--- src/rtl/vid_ddr_pkg.sv ---
// Shared types and helpers for the video DDR write-burst path.
package vid_ddr_pkg;

    typedef enum logic [1:0] {
        IDLE = 2'd0,
        AW   = 2'd1,
        W    = 2'd2,
        B    = 2'd3
    } wr_state_e;

    localparam logic [1:0] AXI_RESP_OKAY = 2'b00;

    function automatic int unsigned clog2(input longint unsigned v);
        int unsigned r;
        r = 32'd0;
        while ((64'd1 << r) < v) begin
            r = r + 32'd1;
        end
        return r;
    endfunction

    function automatic int unsigned calc_bpb(input int unsigned dw);
        return dw / 32'd8;
    endfunction

    localparam int unsigned DEF_DATA_WIDTH = 32'd256;
    localparam int unsigned DEF_BPB        = calc_bpb(DEF_DATA_WIDTH);

endpackage

--- src/rtl/vid_buf_addr_gen.sv ---
// Frame-buffer ring bookkeeping: current buffer, next burst address and beats left in the frame.
module vid_buf_addr_gen
    import vid_ddr_pkg::*;
#(
    parameter int unsigned DATA_WIDTH  = 256,
    parameter int unsigned ADDR_WIDTH  = 28,
    parameter int unsigned BURST_LEN   = 16,
    parameter int unsigned FRAME_BEATS = 129600,
    parameter int unsigned NUM_BUF     = 3,
    parameter int unsigned BASE_ADDR   = 32'h0000_0000,
    parameter int unsigned BUF_STRIDE  = 32'h0100_0000,
    localparam int unsigned BPB        = calc_bpb(DATA_WIDTH),
    localparam int unsigned RW         = clog2(64'(FRAME_BEATS) + 64'd1)
) (
    input  logic                  clk,
    input  logic                  rst_n,
    input  logic                  load_i,
    input  logic                  advance_i,
    input  logic                  burst_done_i,
    input  logic [8:0]            burst_beats_i,
    output logic [2:0]            cur_buf_o,
    output logic [ADDR_WIDTH-1:0] addr_o,
    output logic [RW-1:0]         remain_o,
    output logic [7:0]            next_len_o
);

    logic [2:0]            cur_buf_q, cur_buf_d;
    logic [ADDR_WIDTH-1:0] addr_q, addr_d;
    logic [RW-1:0]         remain_q, remain_d;
    logic [2:0]            next_buf_s;
    logic [2:0]            load_buf_s;
    logic [ADDR_WIDTH-1:0] step_s;
    logic [7:0]            next_len_s;

    // Next-state for buffer index, address and remaining beats; a load targets the advanced buffer when both fire.
    always_comb begin
        cur_buf_d = cur_buf_q;
        addr_d    = addr_q;
        remain_d  = remain_q;
        if (cur_buf_q == 3'(NUM_BUF - 32'd1)) begin
            next_buf_s = 3'd0;
        end else begin
            next_buf_s = cur_buf_q + 3'd1;
        end
        if (advance_i) begin
            load_buf_s = next_buf_s;
            cur_buf_d  = next_buf_s;
        end else begin
            load_buf_s = cur_buf_q;
            cur_buf_d  = cur_buf_q;
        end
        step_s = ADDR_WIDTH'(32'(burst_beats_i) * BPB);
        if (load_i) begin
            addr_d   = ADDR_WIDTH'(BASE_ADDR) + ADDR_WIDTH'(load_buf_s) * ADDR_WIDTH'(BUF_STRIDE);
            remain_d = RW'(FRAME_BEATS);
        end else if (burst_done_i) begin
            addr_d   = addr_q + step_s;
            remain_d = remain_q - RW'(burst_beats_i);
        end else begin
            addr_d   = addr_q;
            remain_d = remain_q;
        end
        if (32'(remain_q) >= BURST_LEN) begin
            next_len_s = 8'(BURST_LEN - 32'd1);
        end else if (remain_q != {RW{1'b0}}) begin
            next_len_s = 8'(32'(remain_q) - 32'd1);
        end else begin
            next_len_s = 8'd0;
        end
    end

    // Ring state registers.
    always_ff @(posedge clk) begin
        if (!rst_n) begin
            cur_buf_q <= 3'd0;
            addr_q    <= {ADDR_WIDTH{1'b0}};
            remain_q  <= {RW{1'b0}};
        end else begin
            cur_buf_q <= cur_buf_d;
            addr_q    <= addr_d;
            remain_q  <= remain_d;
        end
    end

    assign cur_buf_o  = cur_buf_q;
    assign addr_o     = addr_q;
    assign remain_o   = remain_q;
    assign next_len_o = next_len_s;

endmodule

--- src/rtl/vid_ddr_wr_burst.sv ---
// Pops 256-bit words from the prefetch FIFO and writes each frame into a DDR buffer ring as AXI4 INCR bursts.
module vid_ddr_wr_burst
    import vid_ddr_pkg::*;
#(
    parameter int unsigned DATA_WIDTH  = 256,
    parameter int unsigned ADDR_WIDTH  = 28,
    parameter int unsigned BURST_LEN   = 16,
    parameter int unsigned FRAME_BEATS = 129600,
    parameter int unsigned NUM_BUF     = 3,
    parameter int unsigned BASE_ADDR   = 32'h0000_0000,
    parameter int unsigned BUF_STRIDE  = 32'h0100_0000,
    localparam int unsigned BPB        = calc_bpb(DATA_WIDTH),
    localparam int unsigned RW         = clog2(64'(FRAME_BEATS) + 64'd1)
) (
    input  logic                  clk,
    input  logic                  rst_n,
    input  logic                  frame_start,
    input  logic [DATA_WIDTH-1:0] fifo_rd_data,
    input  logic                  fifo_rd_vld,
    output logic                  fifo_rd_en,
    output logic [ADDR_WIDTH-1:0] awaddr,
    output logic [7:0]            awlen,
    output logic                  awvalid,
    input  logic                  awready,
    output logic [DATA_WIDTH-1:0] wdata,
    output logic [BPB-1:0]        wstrb,
    output logic                  wlast,
    output logic                  wvalid,
    input  logic                  wready,
    input  logic [1:0]            bresp,
    input  logic                  bvalid,
    output logic                  bready,
    output logic                  frame_done,
    output logic [2:0]            cur_buf,
    output logic                  overrun,
    output logic                  bresp_err
);

    wr_state_e             state_q, state_d;
    logic                  active_q, active_d;
    logic                  start_pend_q, start_pend_d;
    logic                  awvalid_q, awvalid_d;
    logic [ADDR_WIDTH-1:0] awaddr_q, awaddr_d;
    logic [7:0]            awlen_q, awlen_d;
    logic [7:0]            beat_cnt_q, beat_cnt_d;
    logic                  frame_done_q, frame_done_d;
    logic                  overrun_q, overrun_d;
    logic                  bresp_err_q, bresp_err_d;

    logic                  load_s, advance_s, burst_done_s;
    logic                  beat_s, pend_s, complete_s;
    logic [8:0]            burst_beats_s;
    logic [ADDR_WIDTH-1:0] addr_s;
    logic [RW-1:0]         remain_s;
    logic [7:0]            next_len_s;

    assign burst_beats_s = {1'b0, awlen_q} + 9'd1;

    vid_buf_addr_gen #(
        .DATA_WIDTH  (DATA_WIDTH),
        .ADDR_WIDTH  (ADDR_WIDTH),
        .BURST_LEN   (BURST_LEN),
        .FRAME_BEATS (FRAME_BEATS),
        .NUM_BUF     (NUM_BUF),
        .BASE_ADDR   (BASE_ADDR),
        .BUF_STRIDE  (BUF_STRIDE)
    ) u_addr_gen (
        .clk           (clk),
        .rst_n         (rst_n),
        .load_i        (load_s),
        .advance_i     (advance_s),
        .burst_done_i  (burst_done_s),
        .burst_beats_i (burst_beats_s),
        .cur_buf_o     (cur_buf),
        .addr_o        (addr_s),
        .remain_o      (remain_s),
        .next_len_o    (next_len_s)
    );

    // Burst FSM next-state and control strobes.
    always_comb begin
        state_d      = state_q;
        active_d     = active_q;
        start_pend_d = start_pend_q;
        awvalid_d    = awvalid_q;
        awaddr_d     = awaddr_q;
        awlen_d      = awlen_q;
        beat_cnt_d   = beat_cnt_q;
        frame_done_d = 1'b0;
        overrun_d    = overrun_q;
        bresp_err_d  = bresp_err_q;
        load_s       = 1'b0;
        advance_s    = 1'b0;
        burst_done_s = 1'b0;
        beat_s       = (state_q == W) && fifo_rd_vld && wready;
        pend_s       = start_pend_q || frame_start;
        complete_s   = (32'(remain_s) == 32'(burst_beats_s));

        case (state_q)
            IDLE: begin
                if (frame_start) begin
                    // A start between bursts of an unfinished frame abandons it onto the next buffer.
                    load_s   = 1'b1;
                    active_d = 1'b1;
                    if (active_q && (remain_s != {RW{1'b0}})) begin
                        advance_s = 1'b1;
                        overrun_d = 1'b1;
                    end else begin
                        advance_s = 1'b0;
                    end
                end else if (active_q && (remain_s != {RW{1'b0}}) && fifo_rd_vld) begin
                    state_d   = AW;
                    awvalid_d = 1'b1;
                    awaddr_d  = addr_s;
                    awlen_d   = next_len_s;
                end else begin
                    state_d = IDLE;
                end
            end
            AW: begin
                if (frame_start) begin
                    start_pend_d = 1'b1;
                    overrun_d    = 1'b1;
                end else begin
                    start_pend_d = start_pend_q;
                end
                if (awready) begin
                    awvalid_d  = 1'b0;
                    beat_cnt_d = 8'd0;
                    state_d    = W;
                end else begin
                    state_d = AW;
                end
            end
            W: begin
                if (frame_start) begin
                    start_pend_d = 1'b1;
                    overrun_d    = 1'b1;
                end else begin
                    start_pend_d = start_pend_q;
                end
                if (beat_s) begin
                    beat_cnt_d = beat_cnt_q + 8'd1;
                    if (beat_cnt_q == awlen_q) begin
                        state_d = B;
                    end else begin
                        state_d = W;
                    end
                end else begin
                    beat_cnt_d = beat_cnt_q;
                end
            end
            B: begin
                if (bvalid) begin
                    state_d      = IDLE;
                    start_pend_d = 1'b0;
                    burst_done_s = 1'b1;
                    if (bresp != AXI_RESP_OKAY) begin
                        bresp_err_d = 1'b1;
                    end else begin
                        bresp_err_d = bresp_err_q;
                    end
                    if (complete_s) begin
                        advance_s    = 1'b1;
                        frame_done_d = 1'b1;
                        load_s       = pend_s;
                        active_d     = pend_s;
                    end else if (pend_s) begin
                        // Drop the rest of this frame and restart on the next buffer.
                        advance_s = 1'b1;
                        load_s    = 1'b1;
                        active_d  = 1'b1;
                        overrun_d = 1'b1;
                    end else begin
                        active_d = active_q;
                    end
                end else if (frame_start) begin
                    start_pend_d = 1'b1;
                    overrun_d    = 1'b1;
                end else begin
                    state_d = B;
                end
            end
            default: begin
                state_d = IDLE;
            end
        endcase
    end

    // State and registered-output flops.
    always_ff @(posedge clk) begin
        if (!rst_n) begin
            state_q      <= IDLE;
            active_q     <= 1'b0;
            start_pend_q <= 1'b0;
            awvalid_q    <= 1'b0;
            awaddr_q     <= {ADDR_WIDTH{1'b0}};
            awlen_q      <= 8'd0;
            beat_cnt_q   <= 8'd0;
            frame_done_q <= 1'b0;
            overrun_q    <= 1'b0;
            bresp_err_q  <= 1'b0;
        end else begin
            state_q      <= state_d;
            active_q     <= active_d;
            start_pend_q <= start_pend_d;
            awvalid_q    <= awvalid_d;
            awaddr_q     <= awaddr_d;
            awlen_q      <= awlen_d;
            beat_cnt_q   <= beat_cnt_d;
            frame_done_q <= frame_done_d;
            overrun_q    <= overrun_d;
            bresp_err_q  <= bresp_err_d;
        end
    end

    // W channel is a straight pass-through of the FIFO head so a beat costs no extra cycle.
    assign wvalid     = (state_q == W) && fifo_rd_vld;
    assign wdata      = fifo_rd_data;
    assign wstrb      = {BPB{1'b1}};
    assign wlast      = (state_q == W) && (beat_cnt_q == awlen_q);
    assign fifo_rd_en = (state_q == W) && wready;
    assign bready     = (state_q == B);
    assign awvalid    = awvalid_q;
    assign awaddr     = awaddr_q;
    assign awlen      = awlen_q;
    assign frame_done = frame_done_q;
    assign overrun    = overrun_q;
    assign bresp_err  = bresp_err_q;

endmodule

--- config.mk ---
export PLATFORM = sky130hd
export DESIGN_NAME = vid_ddr_wr_burst
export DESIGN_NICKNAME = d
export VERILOG_FILES = /design/src/rtl/vid_ddr_pkg.sv /design/src/rtl/vid_buf_addr_gen.sv /design/src/rtl/vid_ddr_wr_burst.sv
export SDC_FILE = /design/constraint.sdc
export NUM_CORES = 1
export LEC_CHECK = 0
export CAP_MARGIN = 0
export CORE_AREA = 2 2 235 237
export DETAILED_ROUTE_END_ITERATION = 10
export DIE_AREA = 0 0 237 239
export GPL_TIMING_DRIVEN = 1
export SLEW_MARGIN = 10
export SYNTH_ARGS = -nofsm -noshare
export SYNTH_HDL_FRONTEND = slang
export SYNTH_HIERARCHICAL = 1
export SYNTH_SLANG_ARGS = --single-unit
export TNS_END_PERCENT = 5
--- constraint.sdc ---
create_clock -name clk -period 9.5 [get_ports clk]
set_clock_uncertainty 0.2 [all_clocks]
set_input_delay 1.9 -clock clk [delete_from_list [all_inputs] [get_ports clk]]
set_output_delay 1.9 -clock clk [all_outputs]
set_load 0.02 [all_outputs]
Yosys cells after proc, flatten, opt, wreduce, memory -nomap -nowiden
Cells that the tools add are included.
Word-level totals
  flip-flop bits (word level): 100
  latch bits: 0
  RAM bits: 0
  ROM bits: 0
  bits of input ports: 265
  output and inout port bits: 335
  logic and storage cells: 116
  memories: 0
Cells by class
  add/subtract/negate cells: 6
  $mul: 0
  divide/modulo/power cells: 0
  order comparisons: 1
  equal/unequal tests: 17
  shifts and indexed selects: 0
  multiplexer cells: 50
  bitwise operators: 2
  reduce and logical (&&, ||, !) cells: 25
Operators by type and width (count)
  $mux 27: 2
  $mux 17: 2
  $mux 8: 4
  $add 28x14->28: 1
  $mux 1: 27
  $eq 17x9->1: 1
  $ge 17x5->1 const B: 1
  $reduce_bool 17->1: 1
  $sub 17x9->17: 1
  $pmux 8 s2: 1
  $reduce_and 3->1: 5
  $ne 2x2->1 const B: 7
  $reduce_and 4->1: 3
  $reduce_bool 2->1: 6
  $mux 2: 5
  $pmux 1 s2: 5
  $add 8x1->9 const B: 1
  $add 8x1->8 const B: 1
  $eq 8x8->1: 1
  $pmux 2 s4: 1
  $sub 8x1->8 const B: 1
  $logic_and 1x1->1: 6
  $mux 3: 2
  $ne 3x3->1 const B: 2
  other kinds (11): 14

Longest topological paths before layout
  depth after elaboration: 7
  mapped depth: 12
  depth with buffers taken out: 12

By module
The synthesis kept the hierarchy.
Modules (own cells, without submodules)
  vid_ddr_wr_burst: times used 1, cells an instance 632, area each 4921.0 µm², sequential area each 1041.0 µm²
  vid_buf_addr_gen: times used 1, cells an instance 329, area each 2766.4 µm², sequential area each 860.8 µm²

Least setup slack after synthesis
Ideal clock, no wire load.
  kind: input-to-output
  from: input port wready
  to: output port fifo_rd_en
  data arrival time: 2.116 ns
  data required time: 7.400 ns
  setup slack: 5.284 ns
  stages on the path: 1
  path buffers: 0
  cells stage by stage: and2_1
On the way
  longest elaborated chain between the ends: 1
Ends and longest elaborated chain
  start: declaration: line vid_ddr_wr_burst.sv:29  | input logic wready,
  $logic_and 1x1->1: line vid_ddr_wr_burst.sv:222  | assign fifo_rd_en = (state_q == W) && wready;
  end: declaration: line vid_ddr_wr_burst.sv:20  | output logic fifo_rd_en,
Every way passes these cells.

Final worst setup path
  from: input port fifo_rd_vld
  to: output port wvalid
On the way
  longest elaborated chain between the ends: 1
Ends and longest elaborated chain
  start: declaration: line vid_ddr_wr_burst.sv:19  | input logic fifo_rd_vld,
  $logic_and 1x1->1: line vid_ddr_wr_burst.sv:218  | assign wvalid = (state_q == W) && fifo_rd_vld;
  end: declaration: line vid_ddr_wr_burst.sv:28  | output logic wvalid,
Every way passes these cells.

==> summary.md <==
| Metric | Value |
|---|---|
| Status | `finished, final reports clean` |
| Syn_area_per_cell | `8.00 µm²` |
| N_diodes | `0` |
| CTS tree | `yes` |
| Postcts setup bufs | `0` |
| Hold Crit Start | `awaddr[22]$_SDFFE_PN0P_` |
| Leakage | `2.40 nW` |
| Initial Util | `14.1%` |
| Mux cell area share after synthesis | `1.56%` |
| Seq/Total Area, Yosys | `24.7%` |
| Max Cap Viol | `0` |
| Port bufs | `55` |
| Core area | `0.0543 mm²` |
| CP Class | `primary input to output port` |
| Internal power | `0.629 mW` |
| Final Power | `0.885 mW` |
| Vias in the first global route | `5103` |
| Overflow after GRT | `0` |
| Die footprint | `0.0566 mm²` |
| Clock network latency to the later pin of the worst-skew pair | `0.36 ns` |
| Crit path DAT | `3.18 ns` |
| Critical Path Start Type | `primary input` |
| Crit end category | `output port` |
| Max-slew violation count | `0` |
| Tightest Hold Check Type | `register to register` |
| Worst slack at placement | `4.21 ns` |
| Critical Path RT | `7.40 ns` |
| Vias per cell | `3.56` |
| TritonCTS Buffers | `9` |
| Commonest cells post-synth | `295 x buf_4, 108 x nand2_1, 95 x dfxtp_1, 55 x nor2_1, 38 x a21boi_1` |
| Hold Fails Final Rpt | `0` |
| Synth Warn # | `6` |
| CTS Hold Bufs | `0` |
| Net Sw Power | `0.256 mW` |
| Final setup margin | `4.22 ns` |
| Cell with the most instances after synthesis | `buf_4` |
| CP max stage delay | `0.59 ns` |
| Synth top area cells | `buf_4 29%, dfxtp_1 25%, nand2_1 5.3%, ha_1 4.2%, xnor2_1 3.8%` |
| CP most frequent cell | `clkdlybuf4s50_1` |
| Worst slew pin tran | `1.07 ns` |
| Post-Synth Simple-Gate Area | `16.7%` |
| R2R Path Start | `awlen[0]$_SDFFE_PN0P_` |
| Max VDD drop | `74.9 µV` |
| Final setup vio count | `0` |
| Finished Layout Cells | `1451` |
| PD cells | `122 mW/mm²` |
| DP Wirelength | `17000 µm` |
| Final Core Density | `13.3%` |
| Top delay family on crit path | `buffers and inverters` |
| Global placement routability congestion | `0.780` |
| First-pass GRT wire length | `32100 µm` |
| Die X | `237 µm` |
| Final ANT Viol Nets | `0` |
| Maximum clock insertion buffer count | `2` |
| Number of synthesized flops with an enable pin | `0` |
| Clock transition at path regs | `0.06 ns` |
| PostCTS Resize Cnt | `0` |
| Critical path fanouts, max | `5` |
| Largest net degree at the start of global routing | `63` |
| Die span in y | `239 µm` |
| Routed wire length | `21800 µm` |
| Sw Ratio | `28.9%` |
| Synth Area in Compound Gates | `13.6%` |
| Crit share post-route | `55.6%` |
| Yosys reg bits | `95` |
| Fmax | `0.189 GHz` |
| Gate power share | `11.4%` |
| Inst Count DP | `1435` |
| Initial antenna violation count | `0` |
| Cell Rows | `86` |
| Clock power frac | `41.4%` |
| Layout cells sized above 1 | `4.42%` |
| CP max-delay cell | `clkdlybuf4s50_1` |
| CP Cell Sequence | `clkdlybuf4s50_1, and2_1, clkdlybuf4s50_1` |
| Library cells used by synthesis | `61` |
| Area Growth Syn to Fin | `-6.01%` |
| Cell Area, Synth | `0.00769 mm²` |
| Post-route DRC | `0` |
| Nets@finish | `1035` |
| H-tree depth | `3` |
| Via count | `5167` |
| Crit path buf inv count | `2` |
| RSZ-0062 raised after global routing | `false` |
| # IOs | `600` |
| Setup TNS | `0 ns` |
| Starting DRT DRC Count | `301` |
| Clk sinks | `95` |
| Root buffer cell | `clkbuf_16` |
| Final min period | `5.28 ns` |
| Tot GR Track Use | `7.59%` |
| Primary FF master, synth | `dfxtp_1` |
| DRT Pass-1 Iters | `4` |
| Async SR Flop Fraction | `0%` |
| Cell taking the most area after synthesis | `buf_4` |
| Flop pwr share | `47.2%` |
| Main combinational cell family by area after synthesis | `buffers and inverters` |
| Cell count after synthesis | `961` |
| Wirelength per Cell | `15.0 µm` |
| CP startpoint | `fifo_rd_vld` |
| Adder-Cell Fraction of Synth Area | `4.75%` |
| Post-synth top area share | `28.8%` |
| Synth Area in XOR/XNOR | `6.72%` |
| Worst slew margin | `28.7%` |
## layout by cell type (no fill, tap or decap), drive strengths merged, types with 3 or more instances in the layout
cell | netlist | layout
a21oi | 20 | 20
conb | 2 | 39
xor2 | 26 | 26
or3 | 6 | 6
a31oi | 3 | 3
a21boi | 40 | 40
o21ai | 26 | 26
a21o | 6 | 6
a211oi | 11 | 11
mux2i | 12 | 12
nor2b | 11 | 11
and3 | 5 | 5
nor4 | 9 | 9
clkbuf | 21 | 9
nor2 | 55 | 55
buf | 304 | 4
ha | 26 | 26
dfxtp | 95 | 95
clkinv | 1 | 3
nand3 | 17 | 17
nand3b | 5 | 5
nand4 | 12 | 12
and4 | 4 | 4
o21a | 15 | 15
xnor2 | 33 | 33
nor3b | 4 | 4
nand2b | 8 | 8
clkdlybuf4s50 | 0 | 54
nor3 | 11 | 11
inv | 23 | 27
and2 | 7 | 7
nand2 | 108 | 108
o311a | 3 | 3
o211ai | 6 | 6
## stage by stage
stage | hold WS (ns) | instance area (µm²)
after floorplan | 0.243 | 7830
final | 0.254 | 7230
after CTS | 0.259 | 7230
after detailed placement | 0.248 | 6930
after global placement | 0.245 | 6930
after global routing | 0.289 | 7230
## cell type report
type / count / area [µm²]
clock buffer: 9 / 225
clock inverter: 7 / 72.6
fill: 6170 / 47100
inverter: 24 / 90.1
multi-input combinational: 554 / 3490
sequential: 95 / 1900
tap: 704 / 881
timing repair buffer: 58 / 568
## path summary, 6_finish.rpt
kind,cells after the start,slack [ns],endpoint
worst max-delay path,3,4.22,wvalid
worst min-delay path,2,0.25,awaddr[22]$_SDFFE_PN0P_
worst max register to register,11,5.59,u_addr_gen/remain_o[14]$_SDFFE_PN0P_
worst min register to register,2,0.25,awaddr[22]$_SDFFE_PN0P_
## power by group through the flow
stage                     Combinational (mW)  Clock [mW]  Sequential (mW)
after floorplan                        0.242           0            0.426
after global placement                 0.100           0            0.427
after detailed placement               0.101           0            0.427
after CTS                              0.102       0.384            0.418
after global routing                   0.112       0.402            0.419
final                                  0.101       0.367            0.418
## tightest hold or removal path, delay by kind of cell (launching register included)
| family | cells | cell delay (ns) |
|---|---|---|
| DFF | 1 | 0.31 |
| AOI/OAI and AO/OA | 1 | 0.05 |
| and+or+nand+nor | 1 | 0.05 |
## layer usage
layer	vias up	GRT usage [%]	wire (µm)
met5	-	0.519	44
met4	2	5.72	1420
met3	110	4.13	2670
met2	259	12.4	10200
met1	2369	7.17	7500
li1	2427	-	-
## kinds of logic after synthesis
kind of cell,after synthesis
mux,12
compound gates,147
simple gates,269
other cells,2
xor+xnor,59
buf+inv,349
fa+ha+maj,28
flops,95
## state kept, by name, indices dropped and copies added (netlist names), 2 cells and up
signal	cells
awaddr	28
u_addr_gen/addr_o	23
u_addr_gen/remain_o	17
awlen	8
beat_cnt_q	8
u_addr_gen/cur_buf_o	3
state_q	2
Note: power is estimated with default switching activity, not from simulation.
